## src/rtl/seven_seg_display.sv

```systemverilog
`default_nettype none
// +----------------------------------------------------------------------------+
// | Module      : seven_seg_display                                            |
// | Description : Multi-digit active-low 7-segment driver with sequential      |
// |               double-dabble BCD conversion, hex mode, leading-zero         |
// |               blanking and overflow dashes.                                |
// | Revision    : 1.0  initial release                                         |
// +----------------------------------------------------------------------------+
module seven_seg_display #(
  parameter int NUM_DIGITS    = 4,
  parameter int BIN_WIDTH     = 14,
  parameter int BLANK_LEADING = 1
) (
  input  logic                    clk,
  input  logic                    reset,
  input  logic [BIN_WIDTH-1:0]    value,
  input  logic                    load,
  input  logic                    hex_mode,
  output logic                    busy,
  output logic                    done,
  output logic                    overflow,
  output logic [7*NUM_DIGITS-1:0] segments
);

  localparam int DW = 4 * NUM_DIGITS;
  localparam int CW = $clog2(BIN_WIDTH + 1);

  function automatic logic [63:0] pow10(input int n);
    logic [63:0] r;
    r = 64'd1;
    for (int k = 0; k < n; k++) r = r * 64'd10;
    return r;
  endfunction

  localparam logic [63:0] DEC_MAX = pow10(NUM_DIGITS) - 64'd1;
  localparam logic [6:0]  DASH    = 7'b0111111;
  localparam logic [6:0]  BLANK   = 7'b1111111;

  function automatic logic [6:0] glyph(input logic [3:0] d);
    case (d)
      4'h0: glyph = 7'b1000000;
      4'h1: glyph = 7'b1111001;
      4'h2: glyph = 7'b0100100;
      4'h3: glyph = 7'b0110000;
      4'h4: glyph = 7'b0011001;
      4'h5: glyph = 7'b0010010;
      4'h6: glyph = 7'b0000010;
      4'h7: glyph = 7'b1111000;
      4'h8: glyph = 7'b0000000;
      4'h9: glyph = 7'b0010000;
      4'hA: glyph = 7'b0001000;
      4'hB: glyph = 7'b0000011;
      4'hC: glyph = 7'b1000110;
      4'hD: glyph = 7'b0100001;
      4'hE: glyph = 7'b0000110;
      default: glyph = 7'b0001110;
    endcase
  endfunction

  typedef enum logic [1:0] {
    IDLE    = 2'd0,
    CONVERT = 2'd1,
    COMMIT  = 2'd2
  } state_t;

  state_t                  state_q, state_d;
  logic [BIN_WIDTH-1:0]    shift_q, shift_d;
  logic [DW-1:0]           digits_q, digits_d;
  logic [CW-1:0]           cnt_q, cnt_d;
  logic                    ovf_pend_q, ovf_pend_d;
  logic                    busy_q, busy_d;
  logic                    done_q, done_d;
  logic                    overflow_q, overflow_d;
  logic [7*NUM_DIGITS-1:0] seg_q, seg_d;

  logic [63:0]             value_ext;
  logic                    dec_ovf;
  logic                    hex_ovf;
  logic [DW-1:0]           adj;
  logic [7*NUM_DIGITS-1:0] seg_next;

  assign value_ext = 64'(value);
  assign dec_ovf   = value_ext > DEC_MAX;
  assign hex_ovf   = (value_ext >> DW) != 64'd0;

  // Double-dabble correction: any BCD nibble >= 5 gets +3 before the shift.
  always_comb begin
    adj = '0;
    for (int i = 0; i < NUM_DIGITS; i++) begin
      if (digits_q[4*i +: 4] >= 4'd5) adj[4*i +: 4] = digits_q[4*i +: 4] + 4'd3;
      else                            adj[4*i +: 4] = digits_q[4*i +: 4];
    end
  end

  // Walk from the top digit down; blanking stops at the first nonzero digit.
  always_comb begin
    logic       leading;
    logic [3:0] nib;
    seg_next = '1;
    leading  = 1'b1;
    nib      = '0;
    for (int i = NUM_DIGITS - 1; i >= 0; i--) begin
      nib = digits_q[4*i +: 4];
      if (ovf_pend_q) begin
        seg_next[7*i +: 7] = DASH;
      end else if ((BLANK_LEADING != 0) && leading && (nib == 4'd0) && (i != 0)) begin
        seg_next[7*i +: 7] = BLANK;
      end else begin
        leading            = 1'b0;
        seg_next[7*i +: 7] = glyph(nib);
      end
    end
  end

  always_comb begin
    state_d    = state_q;
    shift_d    = shift_q;
    digits_d   = digits_q;
    cnt_d      = cnt_q;
    ovf_pend_d = ovf_pend_q;
    done_d     = 1'b0;
    overflow_d = overflow_q;
    seg_d      = seg_q;
    case (state_q)
      IDLE: begin
        if (load) begin
          ovf_pend_d = hex_mode ? hex_ovf : dec_ovf;
          if (!hex_mode && !dec_ovf) begin
            state_d  = CONVERT;
            shift_d  = value;
            digits_d = '0;
            cnt_d    = '0;
          end else begin
            state_d  = COMMIT;
            digits_d = value_ext[DW-1:0];
          end
        end
      end
      CONVERT: begin
        digits_d = {adj[DW-2:0], shift_q[BIN_WIDTH-1]};
        shift_d  = shift_q << 1;
        cnt_d    = cnt_q + CW'(1);
        if (cnt_q == CW'(BIN_WIDTH - 1)) state_d = COMMIT;
      end
      COMMIT: begin
        seg_d      = seg_next;
        overflow_d = ovf_pend_q;
        done_d     = 1'b1;
        state_d    = IDLE;
      end
      default: state_d = IDLE;
    endcase
    busy_d = (state_d == CONVERT);
  end

  always_ff @(posedge clk or posedge reset) begin
    if (reset) begin
      state_q    <= IDLE;
      shift_q    <= '0;
      digits_q   <= '0;
      cnt_q      <= '0;
      ovf_pend_q <= 1'b0;
      busy_q     <= 1'b0;
      done_q     <= 1'b0;
      overflow_q <= 1'b0;
      seg_q      <= '1;
    end else begin
      state_q    <= state_d;
      shift_q    <= shift_d;
      digits_q   <= digits_d;
      cnt_q      <= cnt_d;
      ovf_pend_q <= ovf_pend_d;
      busy_q     <= busy_d;
      done_q     <= done_d;
      overflow_q <= overflow_d;
      seg_q      <= seg_d;
    end
  end

  assign busy     = busy_q;
  assign done     = done_q;
  assign overflow = overflow_q;
  assign segments = seg_q;

endmodule
`default_nettype wire

```

## config.mk

```make
export PLATFORM = sky130hd
export DESIGN_NAME = seven_seg_display
export DESIGN_NICKNAME = d
export VERILOG_FILES = /design/src/rtl/seven_seg_display.sv
export SDC_FILE = /design/constraint.sdc
export NUM_CORES = 1
export LEC_CHECK = 0
export BUFFER_PORTS_ARGS = -buffer_cell sky130_fd_sc_hd__buf_2
export CAP_MARGIN = 30
export CORE_MARGIN = 2
export CORE_UTILIZATION = 50
export CTS_CLUSTER_SIZE = 14
export DETAILED_ROUTE_END_ITERATION = 6
export PLACE_DENSITY = 0.75
export SYNTH_ARGS = -nofsm -noshare
export SYNTH_HDL_FRONTEND = slang
export SYNTH_SLANG_ARGS = --single-unit
```

## constraint.sdc

```tcl
create_clock -name clk -period 3.2 [get_ports clk]
set_clock_uncertainty 0.2 [all_clocks]
set_input_delay 0.64 -clock clk [delete_from_list [all_inputs] [get_ports clk]]
set_output_delay 0.64 -clock clk [all_outputs]
set_load 0.1 [all_outputs]
```

==> run_results.csv <==
group,metric,value,unit
clock_network,cts_buffers,9,
worst_setup_path,critical_path_class,"flip-flop to flip-flop",
logic_synthesis,netlist_area,4200,um^2
min_path,hold_class,"input port to async pin",
clock_network,htreeDepth,3,
logic_synthesis,ys_async_sr_fraction,100,%
clock_network,cts.reportedPaths.clkPinSlew,0.07,ns
route,drc,0,
logic_synthesis,synth_compound_area_share,23.3,%
clock_network,ctsHoldBuffers,0,
placement,gp_congestion,0.891,
floorplan,die_w,95.6,um
floorplan,start_util,51.4,%
placement,dpl.hpwl,6740,um
layout,num_antenna_cells,0,
sta,slew_headroom,39.7,%
clock_network,cts_resized,0,
grt,overflow,0,
sta,hold_violations,0,
logic_synthesis,ys_ff_latch,68,
sta,drv_slew,0,
floorplan,core_region_area,8180,um^2
logic_synthesis,synth_fa_ha_area_share,7.75,%
grt,grt_antenna_before_repair,0,
sta,period_minus_slack,2.30,ns
worst_setup_path,cp_max_fo,7,
outcome,outcome,"complete, no violations",
floorplan,placementRows,33,
clock_network,clock-sinks,68,
logic_synthesis,synth_area_leader_cell,"dfrtp_1",
route,drt_wl_total,9420,um
route,wl_per_cell,15.5,um
route,drtIter0Drc,205,
floorplan,dieHeight,95.6,um
logic_synthesis,synth_cells,468,
sta,finalSetupViolCount,0,
logic_synthesis,synth_nets,512,
clock_network,clock_latency,0.34,ns
sta,worstMarginPinSlew,0.903,ns
route,vias_per_cell,5.81,
logic_synthesis,synth.avg_cell_area,8.97,um^2
sta,finalCritPeriodShare,72.0,%
worst_setup_path,crit_arrival,2.38,ns
logic_synthesis,ys_seq_area_share,41.4,%
floorplan,io-pin-count,49,
grt,grt_usage,21.7,%
worst_setup_path,end_kind,"flip-flop",
logic_synthesis,synth_ff_type,"dfrtp_1",
logic_synthesis,ys_warn_count,0,
clock_network,post_cts_buffers,0,
grt,grt_max_degree,45,
logic_synthesis,synth_top_area_share,23.8,%
floorplan,dieArea,9150,um^2
clock_network,root_buffer,"clkbuf_8",
layout,utilization,57.0,%
route,drtAntennaViolNets,0,
logic_synthesis,synthMuxAreaShare,5.27,%
layout,drive_above_1_share,21.4,%
logic_synthesis,yosysUniqueCellTypes,48,
grt,grt_pass1_wl,15500,um
sta,timing.fmax,434,MHz
clock_network,cts.path.max_buffers,2,
sta,rsz0062_at_grt,"false",
worst_setup_path,start_kind,"flip-flop",
layout,syn2layout_area_growth,11.0,%
layout,nNetsFinal,544,
logic_synthesis,synth_area_leaders,"dfrtp_1, dfstp_2, ha_1, a21oi_1, nor2_1",
route,via_count,3538,
job,max_cap_viol_count,0,
grt,grt_pass1_vias,3238,
logic_synthesis,synth_simple_gate_area_share,16.2,%
clock_network,cts_tree,"yes",
logic_synthesis,synth_top_family_by_area,"compound AO/OA/AOI/OAI gates",
logic_synthesis,synth_xor_area_share,0.834,%
route,dr.pass1.iters,4,
logic_synthesis,synth_edf_count,0,
worst_setup_path,cp_data_required_time,3.28,ns
sta,fin_setup_tns,0,ns
placement,port_buffers,48,
worst max-delay path, stage by stage (launching register included):
cell and delay [ns]:
dfrtp_1 0.45, inv_1 0.21, ha_1 0.29, nor3b_1 0.35
o21ai_0 0.27, o21ai_2 0.28, o22a_1 0.18
final cells by class:
class | instances | area, um^2
clock buffers | 14 | 174
clock inverters | 1 | 7.51
fillers | 735 | 3510
inverters | 19 | 71.3
multi-input cells | 348 | 2240
flip-flops and latches | 68 | 1740
well taps | 105 | 131
repair buffers | 54 | 298
cells in the final DEF (no fill, tap or decap), drive strengths merged, types with 2 or more instances in the layout:
cell	Yosys	final
a21oi	62	62
buf	17	54
nor2	52	52
dfrtp	40	40
nand2	36	36
o21ai	31	31
dfstp	28	28
ha	26	26
inv	19	19
nand3	18	18
clkbuf	16	14
mux2i	12	12
nand2b	11	11
a22oi	10	10
o22a	9	9
nor2b	9	9
a211oi	8	8
a31oi	6	6
nor3b	6	6
mux2	5	5
a22o	4	4
nor3	4	4
a2111oi	4	4
xnor2	4	4
o211ai	3	3
o31ai	3	3
a221oi	3	3
and3	3	3
a21o	2	2
nand4	2	2
a32o	2	2
a221o	2	2
a32oi	2	2
mux4	2	2
flip-flops by register name (all words and copies together), names as in the netlist:
register / count
segments: 28
ovf_pend_q: 1
busy: 1
digits_q: 16
done: 1
overflow: 1
shift_q: 14
cnt_q: 4
state_q: 2
cell families after synthesis:
group,count (synthesis)
AOI/OAI and AO/OA,156
xor gates and xnor gates,4
adders and majority gates,26
buffers and inverters,52
DFF,68
muxes,19
and+or+nand+nor,143
metal layers:
metal	track usage [%]	wire [um]	up-vias	part of all wire (%)
li1	-	-	1750	-
met1	30.6	4410	1686	47
met2	34.0	4450	94	47
met3	3.72	490	8	5.2
met4	7.14	73	0	0.77
met5	0	0	-	0
synth_stat cells, types with 2 or more instances:
library cell,number
o21ai_0,29
o22a_1,9
mux4_2,2
dfrtp_1,40
o211ai_1,3
a31oi_1,6
nand2_1,36
nor2_1,51
nand4_1,2
mux2i_1,12
inv_1,19
nand3_1,18
a21o_1,2
dfstp_2,28
mux2_2,5
a221oi_1,3
a221o_1,2
a2111oi_0,4
buf_1,2
ha_1,26
a21oi_1,62
a22oi_1,10
o31ai_1,3
nor3_1,4
and3_1,3
nor2b_1,9
a32o_1,2
xnor2_1,4
buf_2,13
a22o_1,4
nor3b_1,5
clkbuf_1,16
a211oi_1,8
a32oi_1,2
nand2b_1,11
final timing paths:
kind,startpoint,to,slack (ns),depth (start not counted)
hold reg to reg,segments[3]$_DFFE_PP1P_,segments[3]$_DFFE_PP1P_,0.26,2
max in group asynchronous,reset,segments[14]$_DFFE_PP1P_,1.99,3
hold / removal,reset,busy$_DFF_PP0_,0.13,2
setup / recovery,digits_q[8]$_DFFE_PP0P_,segments[10]$_DFFE_PP1P_,0.90,6
setup reg to reg,digits_q[8]$_DFFE_PP0P_,segments[10]$_DFFE_PP1P_,0.90,6
min in group clk,segments[3]$_DFFE_PP1P_,segments[3]$_DFFE_PP1P_,0.26,2
stage by stage:
step	instance area [um^2]	std cells	hold WS, ns	setup WS (ns)
after floorplan	4200	468	0.273	0.695
after global placement	4480	594	0.242	0.919
after detailed placement	4480	594	0.256	0.881
after CTS	4660	609	0.142	0.891
after global routing	4660	609	0.160	0.679
final	4660	609	0.128	0.897
Power is not shown: default switching activity piles up to over one toggle a cycle in this logic, so the estimate is an artifact.
